$ cat src/rtl/con_pkg.sv
// Shared definitions for the console area-dispatch handshake: responder FSM
// state encodings, frame header byte, area bounds, and frame-length helper.
package con_pkg;

    typedef enum logic [3:0] {
        ST_IDLE    = 4'd0,
        ST_CHK     = 4'd1,
        ST_HDR0    = 4'd2,
        ST_HDR1    = 4'd3,
        ST_RD      = 4'd4,
        ST_WAIT    = 4'd5,
        ST_SEND_HI = 4'd6,
        ST_SEND_LO = 4'd7,
        ST_TRL     = 4'd8,
        ST_DONE    = 4'd9,
        ST_ERR     = 4'd10
    } con_state_t;

    localparam logic [7:0] CON_HDR     = 8'hA5;
    localparam int         CON_AREA_LO = 32'sd64;
    localparam int         CON_AREA_HI = 32'sd127;

    // Header byte + base byte + two bytes per word + checksum byte.
    function automatic int frame_len(input int words);
        return 32'sd3 + 32'sd2 * words;
    endfunction

endpackage

$ cat src/rtl/con_tx_wdog.sv
// TX stall watchdog for the area responder. Counts consecutive cycles with a
// byte offered but not accepted and flags the cycle that reaches TMO_CYC.
// Only compiled when CON_RESP_TMO_EN is defined.
`ifdef CON_RESP_TMO_EN
module con_tx_wdog #(
    parameter int TMO_CYC = 16
) (
    input  logic clk,
    input  logic rst,
    input  logic tx_valid,
    input  logic tx_ready,
    output logic tmo
);

    localparam int CW = $clog2(TMO_CYC + 1);
    localparam logic [CW-1:0] LAST_C = CW'(TMO_CYC - 1);

    logic [CW-1:0] cnt_r;

    // Stall counter: advances while stalled, cleared by any handshake or idle link.
    always_ff @(posedge clk) begin
        if (rst) begin
            cnt_r <= '0;
        end else if (tx_valid && !tx_ready) begin
            if (cnt_r != LAST_C) begin
                cnt_r <= cnt_r + CW'(1'b1);
            end else begin
                cnt_r <= cnt_r;
            end
        end else begin
            cnt_r <= '0;
        end
    end

    // Timeout flags the TMO_CYC-th consecutive stalled cycle.
    assign tmo = tx_valid & ~tx_ready & (cnt_r == LAST_C);

endmodule
`endif

$ cat src/rtl/con_area_rd_resp.sv
// Area-2 responder: on a start pulse, range-checks the base address, reads
// WORDS words from area RAM and streams a framed byte response
// (A5, base[7:0], hi/lo per word, checksum) on a valid/ready link.
// Optional TX stall watchdog enabled by defining CON_RESP_TMO_EN.
module con_area_rd_resp
    import con_pkg::*;
#(
    parameter int AREA_LO = CON_AREA_LO,
    parameter int AREA_HI = CON_AREA_HI,
    parameter int WORDS   = 2,
    parameter int RAM_LAT = 2
`ifdef CON_RESP_TMO_EN
    ,
    parameter int TMO_CYC = 16
`endif
) (
    input  logic        clk,
    input  logic        rst,
    input  logic        i_start,
    input  logic [11:0] im_base_addr,
    output logic        o_done,
    output logic        o_error,
    output logic        o_busy,
    output logic        o_ram_rd,
    output logic [11:0] om_ram_addr,
    input  logic [15:0] im_ram_data,
    output logic [7:0]  om_tx_data,
    output logic        o_tx_valid,
    input  logic        i_tx_ready
);

    localparam logic [3:0]  LAST_W = 4'(WORDS - 1);
    localparam logic [2:0]  LAT_C  = 3'(RAM_LAT);
    localparam logic [12:0] LO_C   = 13'(AREA_LO);
    localparam logic [12:0] HI_C   = 13'(AREA_HI);
    localparam logic [12:0] SPAN_C = 13'(WORDS - 1);

    con_state_t  state_r, state_nxt_s;
    logic [11:0] base_r, base_nxt_s;
    logic [3:0]  wcnt_r, wcnt_nxt_s;
    logic [2:0]  lat_r, lat_nxt_s;
    logic [7:0]  lo_r, lo_nxt_s;
    logic [7:0]  cksum_r, cksum_nxt_s;
    logic        busy_r, busy_nxt_s;
    logic        done_r, done_nxt_s;
    logic        error_r, error_nxt_s;
    logic        ram_rd_r, ram_rd_nxt_s;
    logic [11:0] ram_addr_r, ram_addr_nxt_s;
    logic [7:0]  tx_data_r, tx_data_nxt_s;
    logic        tx_valid_r, tx_valid_nxt_s;

    logic        hs_s;
    logic        legal_s;
    logic [7:0]  cksum_sum_s;
    logic        tmo_s;

`ifdef CON_RESP_TMO_EN
    con_tx_wdog #(.TMO_CYC(TMO_CYC)) u_wdog (
        .clk      (clk),
        .rst      (rst),
        .tx_valid (tx_valid_r),
        .tx_ready (i_tx_ready),
        .tmo      (tmo_s)
    );
`else
    assign tmo_s = 1'b0;
`endif

    assign hs_s        = tx_valid_r & i_tx_ready;
    assign cksum_sum_s = cksum_r + tx_data_r;
    // 13-bit arithmetic so a base near the top of the 12-bit space cannot wrap.
    assign legal_s     = ({1'b0, base_r} >= LO_C) && (({1'b0, base_r} + SPAN_C) <= HI_C);

    // Next-state and next-output logic for the response sequencer.
    always_comb begin
        state_nxt_s    = state_r;
        base_nxt_s     = base_r;
        wcnt_nxt_s     = wcnt_r;
        lat_nxt_s      = lat_r;
        lo_nxt_s       = lo_r;
        cksum_nxt_s    = hs_s ? cksum_sum_s : cksum_r;
        busy_nxt_s     = busy_r;
        done_nxt_s     = 1'b0;
        error_nxt_s    = 1'b0;
        ram_rd_nxt_s   = 1'b0;
        ram_addr_nxt_s = ram_addr_r;
        tx_data_nxt_s  = tx_data_r;
        tx_valid_nxt_s = tx_valid_r;

        case (state_r)
            ST_IDLE: begin
                if (i_start) begin
                    state_nxt_s = ST_CHK;
                    base_nxt_s  = im_base_addr;
                    busy_nxt_s  = 1'b1;
                    cksum_nxt_s = 8'd0;
                    wcnt_nxt_s  = 4'd0;
                end else begin
                    state_nxt_s = ST_IDLE;
                end
            end
            ST_CHK: begin
                if (legal_s) begin
                    state_nxt_s    = ST_HDR0;
                    tx_data_nxt_s  = CON_HDR;
                    tx_valid_nxt_s = 1'b1;
                end else begin
                    state_nxt_s = ST_ERR;
                    error_nxt_s = 1'b1;
                end
            end
            ST_HDR0: begin
                if (hs_s) begin
                    state_nxt_s   = ST_HDR1;
                    tx_data_nxt_s = base_r[7:0];
                end else begin
                    state_nxt_s = ST_HDR0;
                end
            end
            ST_HDR1: begin
                if (hs_s) begin
                    state_nxt_s    = ST_RD;
                    tx_valid_nxt_s = 1'b0;
                    ram_rd_nxt_s   = 1'b1;
                    ram_addr_nxt_s = base_r + {8'd0, wcnt_r};
                end else begin
                    state_nxt_s = ST_HDR1;
                end
            end
            ST_RD: begin
                state_nxt_s = ST_WAIT;
                lat_nxt_s   = 3'd1;
            end
            ST_WAIT: begin
                if (lat_r == LAT_C) begin
                    state_nxt_s    = ST_SEND_HI;
                    tx_data_nxt_s  = im_ram_data[15:8];
                    lo_nxt_s       = im_ram_data[7:0];
                    tx_valid_nxt_s = 1'b1;
                end else begin
                    lat_nxt_s = lat_r + 3'd1;
                end
            end
            ST_SEND_HI: begin
                if (hs_s) begin
                    state_nxt_s   = ST_SEND_LO;
                    tx_data_nxt_s = lo_r;
                end else begin
                    state_nxt_s = ST_SEND_HI;
                end
            end
            ST_SEND_LO: begin
                if (hs_s) begin
                    if (wcnt_r == LAST_W) begin
                        state_nxt_s   = ST_TRL;
                        tx_data_nxt_s = cksum_sum_s;
                    end else begin
                        state_nxt_s    = ST_RD;
                        tx_valid_nxt_s = 1'b0;
                        wcnt_nxt_s     = wcnt_r + 4'd1;
                        ram_rd_nxt_s   = 1'b1;
                        ram_addr_nxt_s = base_r + {8'd0, wcnt_r + 4'd1};
                    end
                end else begin
                    state_nxt_s = ST_SEND_LO;
                end
            end
            ST_TRL: begin
                if (hs_s) begin
                    state_nxt_s    = ST_DONE;
                    tx_valid_nxt_s = 1'b0;
                    done_nxt_s     = 1'b1;
                end else begin
                    state_nxt_s = ST_TRL;
                end
            end
            ST_DONE: begin
                state_nxt_s = ST_IDLE;
                busy_nxt_s  = 1'b0;
            end
            ST_ERR: begin
                state_nxt_s = ST_IDLE;
                busy_nxt_s  = 1'b0;
            end
            default: begin
                state_nxt_s    = ST_IDLE;
                busy_nxt_s     = 1'b0;
                tx_valid_nxt_s = 1'b0;
            end
        endcase

        // A stalled link past the watchdog limit abandons the frame.
        if (tmo_s) begin
            state_nxt_s    = ST_ERR;
            tx_valid_nxt_s = 1'b0;
            error_nxt_s    = 1'b1;
            done_nxt_s     = 1'b0;
        end else begin
            state_nxt_s = state_nxt_s;
        end
    end

    // State and registered-output update with synchronous reset.
    always_ff @(posedge clk) begin
        if (rst) begin
            state_r    <= ST_IDLE;
            base_r     <= 12'd0;
            wcnt_r     <= 4'd0;
            lat_r      <= 3'd0;
            lo_r       <= 8'd0;
            cksum_r    <= 8'd0;
            busy_r     <= 1'b0;
            done_r     <= 1'b0;
            error_r    <= 1'b0;
            ram_rd_r   <= 1'b0;
            ram_addr_r <= 12'd0;
            tx_data_r  <= 8'd0;
            tx_valid_r <= 1'b0;
        end else begin
            state_r    <= state_nxt_s;
            base_r     <= base_nxt_s;
            wcnt_r     <= wcnt_nxt_s;
            lat_r      <= lat_nxt_s;
            lo_r       <= lo_nxt_s;
            cksum_r    <= cksum_nxt_s;
            busy_r     <= busy_nxt_s;
            done_r     <= done_nxt_s;
            error_r    <= error_nxt_s;
            ram_rd_r   <= ram_rd_nxt_s;
            ram_addr_r <= ram_addr_nxt_s;
            tx_data_r  <= tx_data_nxt_s;
            tx_valid_r <= tx_valid_nxt_s;
        end
    end

    assign o_done      = done_r;
    assign o_error     = error_r;
    assign o_busy      = busy_r;
    assign o_ram_rd    = ram_rd_r;
    assign om_ram_addr = ram_addr_r;
    assign om_tx_data  = tx_data_r;
    assign o_tx_valid  = tx_valid_r;

endmodule

$ cat config.mk
export PLATFORM = sky130hd
export DESIGN_NAME = con_area_rd_resp
export DESIGN_NICKNAME = d
export VERILOG_FILES = /design/src/rtl/con_pkg.sv /design/src/rtl/con_tx_wdog.sv /design/src/rtl/con_area_rd_resp.sv
export SDC_FILE = /design/constraint.sdc
export NUM_CORES = 1
export LEC_CHECK = 0
export ABC_CLOCK_PERIOD_IN_PS = 3520
export BUFFER_PORTS_ARGS = -buffer_cell sky130_fd_sc_hd__buf_2
export CAP_MARGIN = 20
export CORE_MARGIN = 3
export CORE_UTILIZATION = 45
export CTS_BUF_LIST = sky130_fd_sc_hd__clkbuf_4 sky130_fd_sc_hd__clkbuf_8 sky130_fd_sc_hd__clkbuf_16
export DETAILED_ROUTE_END_ITERATION = 8
export PLACE_DENSITY = 0.66
export SYNTH_ARGS = -nofsm -noshare
export SYNTH_HDL_FRONTEND = slang
export SYNTH_SLANG_ARGS = --single-unit
$ cat constraint.sdc
create_clock -name clk -period 3.52 [get_ports clk]
set_input_delay 0.88 -clock clk [delete_from_list [all_inputs] [get_ports clk]]
set_output_delay 0.88 -clock clk [all_outputs]
set_load 0.05 [all_outputs]
=== Yosys cells after proc, flatten, opt, wreduce, memory -nomap -nowiden ===
Cells that the tools add are included.

* Register bits after elaboration: 64
* Word-level logic and storage cells: 111

* Add/sub/neg operators: 6
* Order comparisons: 2
* Eq/ne operators: 23
* Multiplexer cells: 43
* Bitwise logic cells: 5
* Reductions and logical operators: 19

{| class="wikitable"
|+ Operator list
! operator !! number
|-
| 8-bit 2-to-1 mux || 9
|-
| 8-bit one-hot mux with 5 select lines || 1
|-
| 12-bit 2-to-1 mux || 3
|-
| 4-bit one-hot mux with 9 select lines || 1
|-
| 4-bit 2-to-1 mux || 7
|-
| 12-bit by 4-bit adder with 12-bit output || 2
|-
| 12-bit one-hot mux with 2 select lines || 1
|-
| 2-bit inequality test, second input constant || 10
|-
| 4-bit by 3-bit equality test with 1-bit output, second input constant || 4
|-
| 1-bit 2-to-1 mux || 14
|-
| 12-bit by 1-bit adder with 13-bit output, second input constant || 1
|-
| 13-bit by 7-bit less-or-equal comparator with 1-bit output, second input constant || 1
|-
| 4-bit equality test, second input constant || 3
|-
| 12-bit by 7-bit greater-or-equal comparator with 1-bit output, second input constant || 1
|-
| 8-bit adder || 1
|-
| 4-bit by 1-bit equality test with 1-bit output, second input constant || 2
|-
| 4-bit by 2-bit equality test with 1-bit output, second input constant || 2
|-
| 4-bit one-hot mux with 2 select lines || 1
|-
| 2-bit AND reduction || 4
|-
| 4-bit AND reduction || 2
|-
| 8-bit OR reduction || 1
|-
| 7-bit AND reduction || 1
|-
| 3-bit 2-to-1 mux || 2
|-
| 3-bit one-hot mux with 2 select lines || 1
|-
| other kinds (15) || 23
|}

=== Logic depth before layout (Yosys ltp) ===
* Word-level depth: 5
* Mapped depth: 17
* Gate-level depth less buffers: 14

=== Worst setup path after synthesis ===
OpenSTA, ideal clock, no wires.

* Path type: register to register
* Start: register state_r[1]
* End: register ram_addr_r[10] (netlist: om_ram_addr[10])
* Library setup time: 0.138 ns
* Arrival time: 2.985 ns
* Required time: 3.382 ns
* Path slack: 0.397 ns
* Stages on the path, launching flop included: 18
* Buffers on the path: 3
* Cell sequence: dfxtp_1 -> clkbuf_1 -> nand2_1 -> or2_2 -> clkbuf_1 -> inv_1 -> buf_2 -> ha_1 -> inv_1 -> ha_1 -> fa_1 -> a21o_1 -> a21oi_1 -> nor2_1 -> and3_1 -> nand3_1 -> xor2_1 -> a211oi_1

* Word-level cells in the longest chain between the ends: 3
* Elaborated cells between the ends (all ways): 8

{| class="wikitable"
|+ Ends and longest elaborated chain
! element !! RTL line !! RTL
|-
| from (decl) || con_area_rd_resp.sv:38 || <nowiki>con_state_t state_r, state_nxt_s;</nowiki>
|-
| from (signal assigned) || con_area_rd_resp.sv:220 || <nowiki>state_r <= state_nxt_s;</nowiki>
|-
| 4-bit by 2-bit equality test with 1-bit output / 4-bit by 3-bit equality test with 1-bit output (equally long branches) || con_area_rd_resp.sv:90 || <nowiki>case (state_r)</nowiki>
|-
| 2-bit inequality test (no source line) / 2-bit nonzero test (equally long branches) || -- ||
|-
| 4-bit AND reduction (no source line) || -- ||
|-
| to (signal assigned) || con_area_rd_resp.sv:230 || <nowiki>ram_addr_r <= ram_addr_nxt_s;</nowiki>
|-
| to (decl) || con_area_rd_resp.sv:48 || <nowiki>logic [11:0] ram_addr_r, ram_addr_nxt_s;</nowiki>
|}

Several ways; a longest one is shown, not always the timed one.
A chain may end at the register's enable or synchronous reset.

=== Worst setup path in the final report ===
* Start: register state_r[3]
* End: register ram_addr_r[10] (netlist: om_ram_addr[10])

Same word-level chain as after synthesis.

==> flow_summary.ini <==
[synthesis]
yosys-top-cells-area = dfxtp_1 (36%), nand2_1 (7.0%), ha_1 (6.7%)
synth_most_common_cell = nand2_1
synth-edff-count = 0
synth_ff_type = dfxtp_1
yosys.area.top_type_share_pct = 36.0
synth_seq_cells = 64
yosys_warnings = 0
ys_top_cells_by_count = nand2_1 (66), dfxtp_1 (64), nor2_1 (44), a21oi_1 (38), clkbuf_1 (21)
syn_inst = 438
synth_area_leader_cell = dfxtp_1
ys_types = 54
async_flop_share_pct = 0
synth_area_per_cell_um2 = 8.12
synthesis.nets = 491
syn_area_um2 = 3560
ys_seq_area_share_pct = 36.0

[place]
dp_cells = 573
dp_hpwl_um = 6530
place_congestion = 0.903
io_buffer_count = 56

[setup_path]
crit_path_end = om_ram_addr[10]
worstPathArrival_ps = 3230
end_kind = flop
slowest_delay_ps = 410
crit_slowest_cell = fa_1
critPathKind = reg2reg
worstSetupStartpoint = state_r[3]
crit_path_start_kind = flop
r2r-end = om_ram_addr[10]
reg2reg_from = state_r[3]
cp_cell_sequence = nand2b_1 > or2_2 > inv_1 > ha_1 > inv_1 > ha_1 > fa_1 > a21o_1 > a21oi_1 > nor2_1 > and3_1 > nand3_1 > xor2_1 > a211oi_1
ff2ff_path_depth = 14
crit_fanout = 9
worstPathRequired_ps = 3780
r2r_setup_slack_ps = 550

[detailed_routing]
drc = 0
via_count = 3237
finalWirelength_um = 8990
first_pass_iters = 4
ant_nets = 0
viasPerCell = 5.50
avgRoutedWirePerCell_um = 15.3
drt-initial-drc-count = 153

[final_layout]
fin_nets = 538
diodes = 0
drive_above_1_share_pct = 18.4
seqCellArea_um2 = 1280
area_growth_pct = 16.3
multi_input_area_um2 = 2100
fin_cells = 589
final.fill_count = 739

[floorplanning]
initial_core_util_pct = 47.8
die_w_um = 94.9
pin_count = 57
fp.coreArea_um2 = 7450
die_h_um = 94.9
dieArea_um2 = 9010
fp-row-count = 31

[grt]
antenna_found_initial = 0
grt_max_degree = 32
grt_pass1_wl_um = 15100
track_usage_pct = 21.5
overflow = 0
first_global_vias = 3090

[clock_tree]
cts_tree = built
cts_setup_buffers = 0
clockBufferDepth = 2
path_clk_slew_ps = 70
root_buffer = clkbuf_8
cts_resized = 0
postCtsHoldBufs = 0
cts_buffers = 9
clk_latency_ps = 350
clock_sinks = 64
htreeDepth = 3

[power]
total_power_mw = 1.98
power_density_nw_per_um2 = 479
ir_drop_mv = 0.194
p_leak_nw = 1.76

[timing]
fmax_mhz = 337
worst_slew_pin_slew_ps = 673
timing.final.crit_share_pct = 84.3
period_minus_slack_ps = 2970
drv_slew = 0
relSlewSlack_pct = 55.1
finClkSkew_ps = 7.78
hold_viol = 0
setup_tns_ps = 0
finalSetupViolCount = 0
rsz0062_at_grt = false

[run]
maxCapViolCount = 0

[hold_path]
hp-class = reg2reg

[outcome]
status = complete, no violations
-- cell families after synthesis --
logic type,count (synthesis),synth area share [%]
compound gates,103,18.4
buf+inv,42,5.03
fa+ha+maj,21,7.81
mux,13,3.66
flops,64,36.0
simple gates,172,23.5
xor+xnor,23,5.66
-- worst min-delay path by stage --
stage                endpoint      startpoint  depth (start not counted)
5_1_grt            cksum_r[0]      cksum_r[0]                          2
2_1_floorplan      cksum_r[6]      cksum_r[6]                          2
4_1_cts        om_ram_addr[0]  om_ram_addr[0]                          2
3_3_place_gp   om_ram_addr[4]  om_ram_addr[4]                          2
6_report       om_ram_addr[0]  om_ram_addr[0]                          2
3_5_place_dp   om_ram_addr[4]  om_ram_addr[4]                          2
-- sequential cells by signal, indices dropped and copies added (netlist names) --
name and flops:
o_done 1, state_r 4, o_error 1, wcnt_r 4, base_r 12, om_ram_addr 12
o_ram_rd 1, lo_r 8, o_busy 1, lat_r 3, o_tx_valid 1, om_tx_data 8
cksum_r 8
-- layout make-up --
class,count,share of cell area [%]
Clock buffer,12,3.84
Clock inverter,4,1.84
Inverter,12,1.09
Multi-Input combinational cell,332,50.7
Sequential cell,64,31.0
Tap cell,99,2.99
Timing Repair Buffer,66,8.59
-- layout by cell type, fill, tap and decap left out, types with 3 or more instances in the layout --
cell type,synthesis,final
nand2_1,66,66
dfxtp_1,64,64
buf_2,5,56
nor2_1,44,44
a21oi_1,38,38
ha_1,19,19
a211oi_1,18,18
xnor2_1,15,15
o21ai_0,14,14
mux2i_1,13,13
clkbuf_8,0,11
inv_1,10,10
buf_4,0,10
nor3_1,9,9
xor2_1,8,8
nand4_1,7,7
nand3_1,7,7
a221oi_1,6,6
a21o_1,5,5
a31oi_1,5,5
nand2b_1,4,4
and3_1,4,4
nor2b_1,4,4
or3_1,4,4
or2_2,3,3
nand3b_1,3,3
and4_1,3,3
nor3b_1,3,3
nor4_1,3,3
-- report_power, final --
part           switching, mW  internal (mW)  total [mW]
sequential            0.0570          0.766       0.823
clock                  0.294          0.447       0.740
combinational          0.279          0.140       0.419
-- layer usage --
layer	track usage (%)	share of wire, %	wire length, um
met4	8.17	2.5	221
met1	29.2	47	4240
met3	5.10	4.5	405
met2	32.8	46	4120
met5	0	0	0
-- metrics by stage --
step | hold WS, ps | util, % | setup WS, ps | cell area (um2)
global route | 484 | 55.6 | 353 | 4140
CTS | 462 | 55.6 | 563 | 4140
floorplan | 436 | - | 397 | 3560
detailed placement | 452 | 52.4 | 619 | 3900
finish | 458 | 55.6 | 552 | 4140
global placement | 440 | 52.4 | 711 | 3900
-- critical path, delay by kind of cell (launching register included) --
kind | cells | cell delay [ps]
and+or+nand+nor | 5 | 950
adders and majority gates | 3 | 740
AOI/OAI and AO/OA | 3 | 650
DFF | 1 | 310
buffers and inverters | 2 | 150
xor gates and xnor gates | 1 | 70
Power figures use the tool's default switching activity.
